### src/rtl/vblank_update_sched_pkg.sv
// Shared definitions for the vblank update scheduler: FSM state encodings,
// the "no pixel requested" row sentinel and the parameter defaults.
package vblank_update_sched_pkg;

  typedef enum logic [1:0] {
    S_IDLE  = 2'd0,
    S_GRANT = 2'd1,
    S_WAIT  = 2'd2,
    S_NEXT  = 2'd3
  } sched_state_e;

  // pix_y carries this value whenever the timing controller is outside the
  // active pixel-request region, i.e. during blanking.
  localparam logic [9:0] PIX_NONE = 10'h3FF;

  localparam int DEF_N_REQ       = 4;
  localparam int DEF_TIMEOUT_CYC = 1024;
  localparam int DEF_FRAME_DIV   = 1;

endpackage

### src/rtl/sched_timeout_cnt.sv
// Per-slot grant timer.
//   i_clk/i_rst_n : clock, async active-low reset
//   i_clr         : synchronous clear (asserted while a grant is being issued)
//   i_en          : count enable (asserted while waiting for completion)
//   o_expire      : high while enabled and the count sits at TIMEOUT_CYC-1
module sched_timeout_cnt #(
  parameter int TIMEOUT_CYC = 1024
) (
  input  logic i_clk,
  input  logic i_rst_n,
  input  logic i_clr,
  input  logic i_en,
  output logic o_expire
);

  localparam int TW = $clog2(TIMEOUT_CYC) + 1;

  logic [TW-1:0] r_cnt;
  logic          w_at_max;

  assign w_at_max = (r_cnt == TW'(TIMEOUT_CYC - 1));
  assign o_expire = i_en && w_at_max;

  // Holds at the terminal count rather than wrapping.
  always_ff @(posedge i_clk or negedge i_rst_n) begin
    if (!i_rst_n)               r_cnt <= '0;
    else if (i_clr)             r_cnt <= '0;
    else if (i_en && !w_at_max) r_cnt <= r_cnt + 1'b1;
  end

endmodule

### src/rtl/vblank_update_sched.sv
// Vertical-blanking update scheduler. Once every FRAME_DIV frames it grants
// N_REQ requesters one at a time (one-hot upd_req) during vblank, each until
// it pulses upd_done or its timer expires. Active pixel rows or a new frame
// arriving mid-sequence abort it and raise the sticky overrun flag.
//   vga_clk, sys_rst_n   : pixel clock, async active-low reset
//   vsync, pix_y, run_en : timing controller inputs and game-run enable
//   upd_done, clr_err    : per-requester completion pulse, error clear pulse
//   upd_req, busy        : one-hot grant, sequence in progress
//   frame_tick, frame_cnt: frame start pulse, 16-bit wrapping frame counter
//   overrun, tmo_err     : sticky sequence-overrun and per-slot timeout flags
module vblank_update_sched
  import vblank_update_sched_pkg::*;
#(
  parameter int N_REQ       = DEF_N_REQ,
  parameter int TIMEOUT_CYC = DEF_TIMEOUT_CYC,
  parameter int FRAME_DIV   = DEF_FRAME_DIV
) (
  input  logic             vga_clk,
  input  logic             sys_rst_n,
  input  logic             vsync,
  input  logic [9:0]       pix_y,
  input  logic             run_en,
  input  logic [N_REQ-1:0] upd_done,
  input  logic             clr_err,
  output logic [N_REQ-1:0] upd_req,
  output logic             busy,
  output logic             frame_tick,
  output logic [15:0]      frame_cnt,
  output logic             overrun,
  output logic [N_REQ-1:0] tmo_err
);

  localparam int SW = (N_REQ > 1) ? $clog2(N_REQ) : 1;
  localparam int DW = (FRAME_DIV > 1) ? $clog2(FRAME_DIV) : 1;

  sched_state_e     r_state, w_nxt_state;
  logic [SW-1:0]    r_slot, w_nxt_slot;
  logic [N_REQ-1:0] r_upd_req, w_nxt_req;
  logic             r_vsync_q, r_frame_tick, r_overrun;
  logic [15:0]      r_frame_cnt;
  logic [DW-1:0]    r_div;
  logic [N_REQ-1:0] r_tmo_err, w_set_tmo;
  logic             w_set_ovr, w_fs, w_launch, w_busy, w_done, w_expire;

  assign w_fs     = vsync & ~r_vsync_q;
  // Launch decisions use the registered frame pulse, which puts the first
  // grant two cycles after the vsync edge is sampled.
  assign w_launch = r_frame_tick && (r_div == '0) && run_en;
  assign w_busy   = (r_state != S_IDLE);
  assign w_done   = upd_done[r_slot];

  sched_timeout_cnt #(.TIMEOUT_CYC(TIMEOUT_CYC)) u_tmo (
    .i_clk   (vga_clk),
    .i_rst_n (sys_rst_n),
    .i_clr   (r_state == S_GRANT),
    .i_en    (r_state == S_WAIT),
    .o_expire(w_expire)
  );

  always_ff @(posedge vga_clk or negedge sys_rst_n) begin
    if (!sys_rst_n) begin
      r_vsync_q    <= 1'b0;
      r_frame_tick <= 1'b0;
      r_frame_cnt  <= '0;
      r_div        <= '0;
    end else begin
      r_vsync_q    <= vsync;
      r_frame_tick <= w_fs;
      if (r_frame_tick) begin
        r_frame_cnt <= r_frame_cnt + 1'b1;
        r_div       <= (r_div == DW'(FRAME_DIV - 1)) ? '0 : r_div + 1'b1;
      end
    end
  end

  always_comb begin
    w_nxt_state = r_state;
    w_nxt_slot  = r_slot;
    w_nxt_req   = r_upd_req;
    w_set_ovr   = 1'b0;
    w_set_tmo   = '0;
    unique case (r_state)
      S_IDLE: if (w_launch) begin
        w_nxt_state = S_GRANT;
        w_nxt_slot  = '0;
      end
      S_GRANT: begin
        w_nxt_req   = N_REQ'(1) << r_slot;
        w_nxt_state = S_WAIT;
      end
      S_WAIT: begin
        // Completion beats a coinciding timeout: no error in that case.
        if (w_done) begin
          w_nxt_state = S_NEXT;
        end else if (w_expire) begin
          w_nxt_state       = S_NEXT;
          w_set_tmo[r_slot] = 1'b1;
        end
      end
      S_NEXT: begin
        w_nxt_req = '0;
        if (r_slot == SW'(N_REQ - 1)) begin
          w_nxt_state = S_IDLE;
          w_nxt_slot  = '0;
        end else begin
          w_nxt_state = S_GRANT;
          w_nxt_slot  = r_slot + 1'b1;
        end
      end
      default: w_nxt_state = S_IDLE;
    endcase
    // A new frame while busy restarts from slot 0 (if allowed to launch);
    // visible pixels while busy abandon the sequence. Either drops the grant.
    if (w_busy && r_frame_tick) begin
      w_set_ovr   = 1'b1;
      w_nxt_req   = '0;
      w_nxt_slot  = '0;
      w_nxt_state = w_launch ? S_GRANT : S_IDLE;
    end else if (w_busy && (pix_y != PIX_NONE)) begin
      w_set_ovr   = 1'b1;
      w_nxt_req   = '0;
      w_nxt_slot  = '0;
      w_nxt_state = S_IDLE;
    end
  end

  always_ff @(posedge vga_clk or negedge sys_rst_n) begin
    if (!sys_rst_n) begin
      r_state   <= S_IDLE;
      r_slot    <= '0;
      r_upd_req <= '0;
      r_overrun <= 1'b0;
      r_tmo_err <= '0;
    end else begin
      r_state   <= w_nxt_state;
      r_slot    <= w_nxt_slot;
      r_upd_req <= w_nxt_req;
      // A flag being set in the same cycle as clr_err stays set.
      r_overrun <= w_set_ovr | (r_overrun & ~clr_err);
      r_tmo_err <= w_set_tmo | (r_tmo_err & {N_REQ{~clr_err}});
    end
  end

  assign upd_req    = r_upd_req;
  assign busy       = w_busy;
  assign frame_tick = r_frame_tick;
  assign frame_cnt  = r_frame_cnt;
  assign overrun    = r_overrun;
  assign tmo_err    = r_tmo_err;

endmodule

### config.mk
export PLATFORM = sky130hd
export DESIGN_NAME = vblank_update_sched
export DESIGN_NICKNAME = d
export VERILOG_FILES = /design/src/rtl/vblank_update_sched_pkg.sv /design/src/rtl/sched_timeout_cnt.sv /design/src/rtl/vblank_update_sched.sv
export SDC_FILE = /design/constraint.sdc
export NUM_CORES = 1
export LEC_CHECK = 0
export ABC_CLOCK_PERIOD_IN_PS = 4800
export BUFFER_PORTS_ARGS = -buffer_cell sky130_fd_sc_hd__buf_4
export CAP_MARGIN = 10
export CORE_UTILIZATION = 50
export CTS_CLUSTER_DIAMETER = 40
export DETAILED_ROUTE_END_ITERATION = 6
export PLACE_DENSITY_LB_ADDON = 0.2
export SLEW_MARGIN = 0
export SYNTH_ARGS = -nofsm -noshare
export SYNTH_HDL_FRONTEND = slang
export SYNTH_HIERARCHICAL = 1
export SYNTH_SLANG_ARGS = --single-unit
export TNS_END_PERCENT = 5
### constraint.sdc
create_clock -name vga_clk -period 4.8 [get_ports vga_clk]
set_input_delay 0 -clock vga_clk [delete_from_list [all_inputs] [get_ports vga_clk]]
set_output_delay 0 -clock vga_clk [all_outputs]
set_load 0.05 [all_outputs]
==> impl_metrics.ini <==
[clock_network]
clkSlewWorstSetupHoldPaths_ns = 0.08
clkSinkCount = 42
cts_buffers = 5
htreeDepth = 2
root_buffer = clkbuf_8
cts.path.max_buffers = 2
cts_tree = done
clkLatencyLatePin_ns = 0.28

[critical_path]
r2r_start = r_state[0]
startpoint_type = flip-flop
cp.arrival_ns = 2.33
critical_path_class = flip-flop to flip-flop
timing.rr.end = r_state[0]
cpMaxStageDelayCell = dfrtp_1
crit_fanout = 13
crit_chain = inv_1 > ha_1 > nand3_1 > nor4_1 > or2b_2 > o21bai_2 > mux2i_1 > o22ai_1
crit_required_ns = 4.97
r2r_cells = 8
crit_family = simple AND/OR/NAND/NOR gates
cp.buffers_inverters = 1
cp_slowest_stage_delay_ns = 0.43
r2r_slack_ns = 2.63
cp-end-kind = flip-flop

[global_routing]
grt_pass1_wl_um = 7110
track_usage_pct = 20.3
grt_pass1_vias = 1644
grt_max_degree = 43
antenna_found_initial = 0
grt_overflow = 0

[die]
die-area_um2 = 4720
die_h_um = 68.7
coreArea_um2 = 4140
initial_core_util_pct = 53.7
rows = 23
die_w_um = 68.7
io_pins = 46

[synth]
synth_most_common_cell = dfrtp_1
ys_async_sr_fraction_pct = 100
synth_flop_cell = dfrtp_1
synth_top_area_cell = dfrtp_1
yosysWarnings = 6
synthTopCellsByArea = dfrtp_1, ha_1, xor2_1
ys_ff_latch = 42
syn-num-nets = 230
yosys-top-cells-count = dfrtp_1, nor2_1, ha_1, inv_1, nand2_1
synthDistinctLibCells = 53
syn_inst = 200
yosys.area.top_type_share_pct = 47.2
syn-cell-area_um2 = 2230
synth.avg_cell_area_um2 = 11.1
yosysSeqAreaShare_pct = 47.2
synth-edff-count = 0

[final_layout]
multi_input_area_um2 = 1100
final_cell_area_um2 = 2730
fillers = 362
antenna_cells = 0
area_growth_pct = 22.5
final_nets = 279
drive_above_1_share_pct = 25.7
final_core_util_pct = 65.8
seqCellArea_um2 = 1050

[timing]
skew_ns = 0.00371
tightest_slew_ns = 0.852
fmax_ghz = 0.462
min_period_over_period_pct = 45.1
fin_crit_ns = 2.17
slew_viol_final = 0
fin_tns_setup_ns = 0
setup_viol = 0
rsz0062_at_grt = no
finalHoldViolations = 0
slew_headroom_pct = 43.2

[routing]
vias = 1729
ant_nets = 0
drtIter0Drc = 85
drt_first_pass_iters = 4
post-route-drc-count = 0
vias_per_cell = 5.78
drt-wirelength-per-cell_um = 14.2
wirelength_um = 4250

[power]
vdd.ir_drop.worst_mv = 0.285
p_leak_nw = 1.28
powerDensity_nw_per_um2 = 432

[worst_hold_path]
hold_end = overrun
hold_class = input port to flip-flop
hp-start = clr_err
worstHoldPathCells = 3

[placement]
hpwlAfterDp_um = 2960
placed_area_um2 = 2580
io_buffers = 45
gp_congestion = 0.764

[outcome]
outcome = finished, final reports clean

[flow_run]
maxCapViolCount = 0
==> worst register-to-register path, delay by kind of cell, from the launching register on <==
| kind | cells | cell delay (ns) |
|---|---|---|
| AND/OR/NAND/NOR | 3 | 0.72 |
| flip-flops | 1 | 0.43 |
| adder cells (fa/ha/maj) | 1 | 0.43 |
| AO/OA/AOI/OAI | 2 | 0.17 |
| buffers and inverters | 1 | 0.15 |
| multiplexers | 1 | 0.15 |
==> report_power, final <==
| part | internal [W] | total (W) | switching [W] |
|---|---|---|---|
| Clock | 0.000166 | 0.000280 | 0.000114 |
| Combinational | 0.000165 | 0.000447 | 0.000283 |
| Sequential | 0.000400 | 0.000451 | 0.0000515 |
| Total | 0.000731 | 0.00118 | 0.000448 |
==> through the flow <==
step	power [W]	worst slack, ns	hold slack (ns)	cells
floorplan	0.000781	2.89	-0.296	200
global placement	0.000896	2.76	0.0227	289
detailed placement	0.000903	2.66	0.0198	289
CTS	0.00119	2.62	0.0587	299
global route	0.00125	2.42	0.0834	299
finish	0.00118	2.63	0.0660	299
==> repair_timing <==
item,in CTS,in global routing
buffers inserted,0,0
hold buffers,3,0
gates resized for setup,0,0
hold endpoints to repair,45,0
==> registers in the layout, indices dropped and copies added (netlist names) <==
| name | count |
|---|---|
| u_tmo/r_cnt | 11 |
| frame_tick | 1 |
| frame_cnt | 16 |
| r_state | 2 |
| r_slot | 2 |
| tmo_err | 4 |
| r_vsync_q | 1 |
| upd_req | 4 |
| overrun | 1 |
==> final cells by class <==
cell class	instances	area share, %
clock inverter	1	1.10
multi-input combinational	142	40.2
tap	50	2.29
clock buffer	6	3.03
inverter	10	1.38
sequential	42	38.5
timing repair buffer	48	13.5
==> metal layers <==
metal | share of wire (%) | vias up | global-route usage [%]
li1 | - | 827 | -
met1 | 46 | 850 | 26.5
met2 | 49 | 48 | 33.8
met3 | 4.6 | 4 | 5.10
met4 | 0.71 | 0 | 4.59
met5 | 0 | - | 0
==> worst max path at each step <==
stage	start	end	slack, ns	depth (start not counted)
after floorplan	r_state[0]	r_state[0]	2.89	9
after global placement	r_state[0]	r_state[0]	2.76	8
after detailed placement	r_state[0]	r_state[0]	2.66	8
after CTS	r_state[0]	r_state[0]	2.62	8
after global routing	r_state[0]	r_state[0]	2.42	8
final	r_state[0]	r_state[0]	2.63	8
==> cells in the final DEF (no fill, tap or decap), drive strengths merged, types with 2 or more instances in the layout <==
cell type / instances
mux2: 4
o21ai: 2
xor2: 8
nand2b: 3
nor2b: 6
a22o: 4
dfrtp: 42
a211oi: 5
and4: 3
nand3: 7
nand2: 9
a31oi: 2
and3b: 2
nor3: 5
buf: 45
dlygate4sd3: 3
a21oi: 4
and3: 4
ha: 11
xnor2: 7
mux2i: 6
o21bai: 2
nor2: 12
o311ai: 4
nor3b: 3
nand4: 9
a311oi: 2
or2: 2
nand4b: 3
inv: 10
clkbuf: 6
==> cell families (layout without fill, tap and decap cells) <==
kind of cell             Yosys count  after routing  synth area share [%]
AND/OR/NAND/NOR                   72             72                  19.5
flip-flops                        42             42                  47.2
AO/OA/AOI/OAI                     33             33                  11.7
buffers and inverters             16             65                  3.54
XOR/XNOR                          15             15                  5.90
adder cells (fa/ha/maj)           11             11                  6.18
multiplexers                      11             11                  5.90
Power figures use the tool's default switching activity.
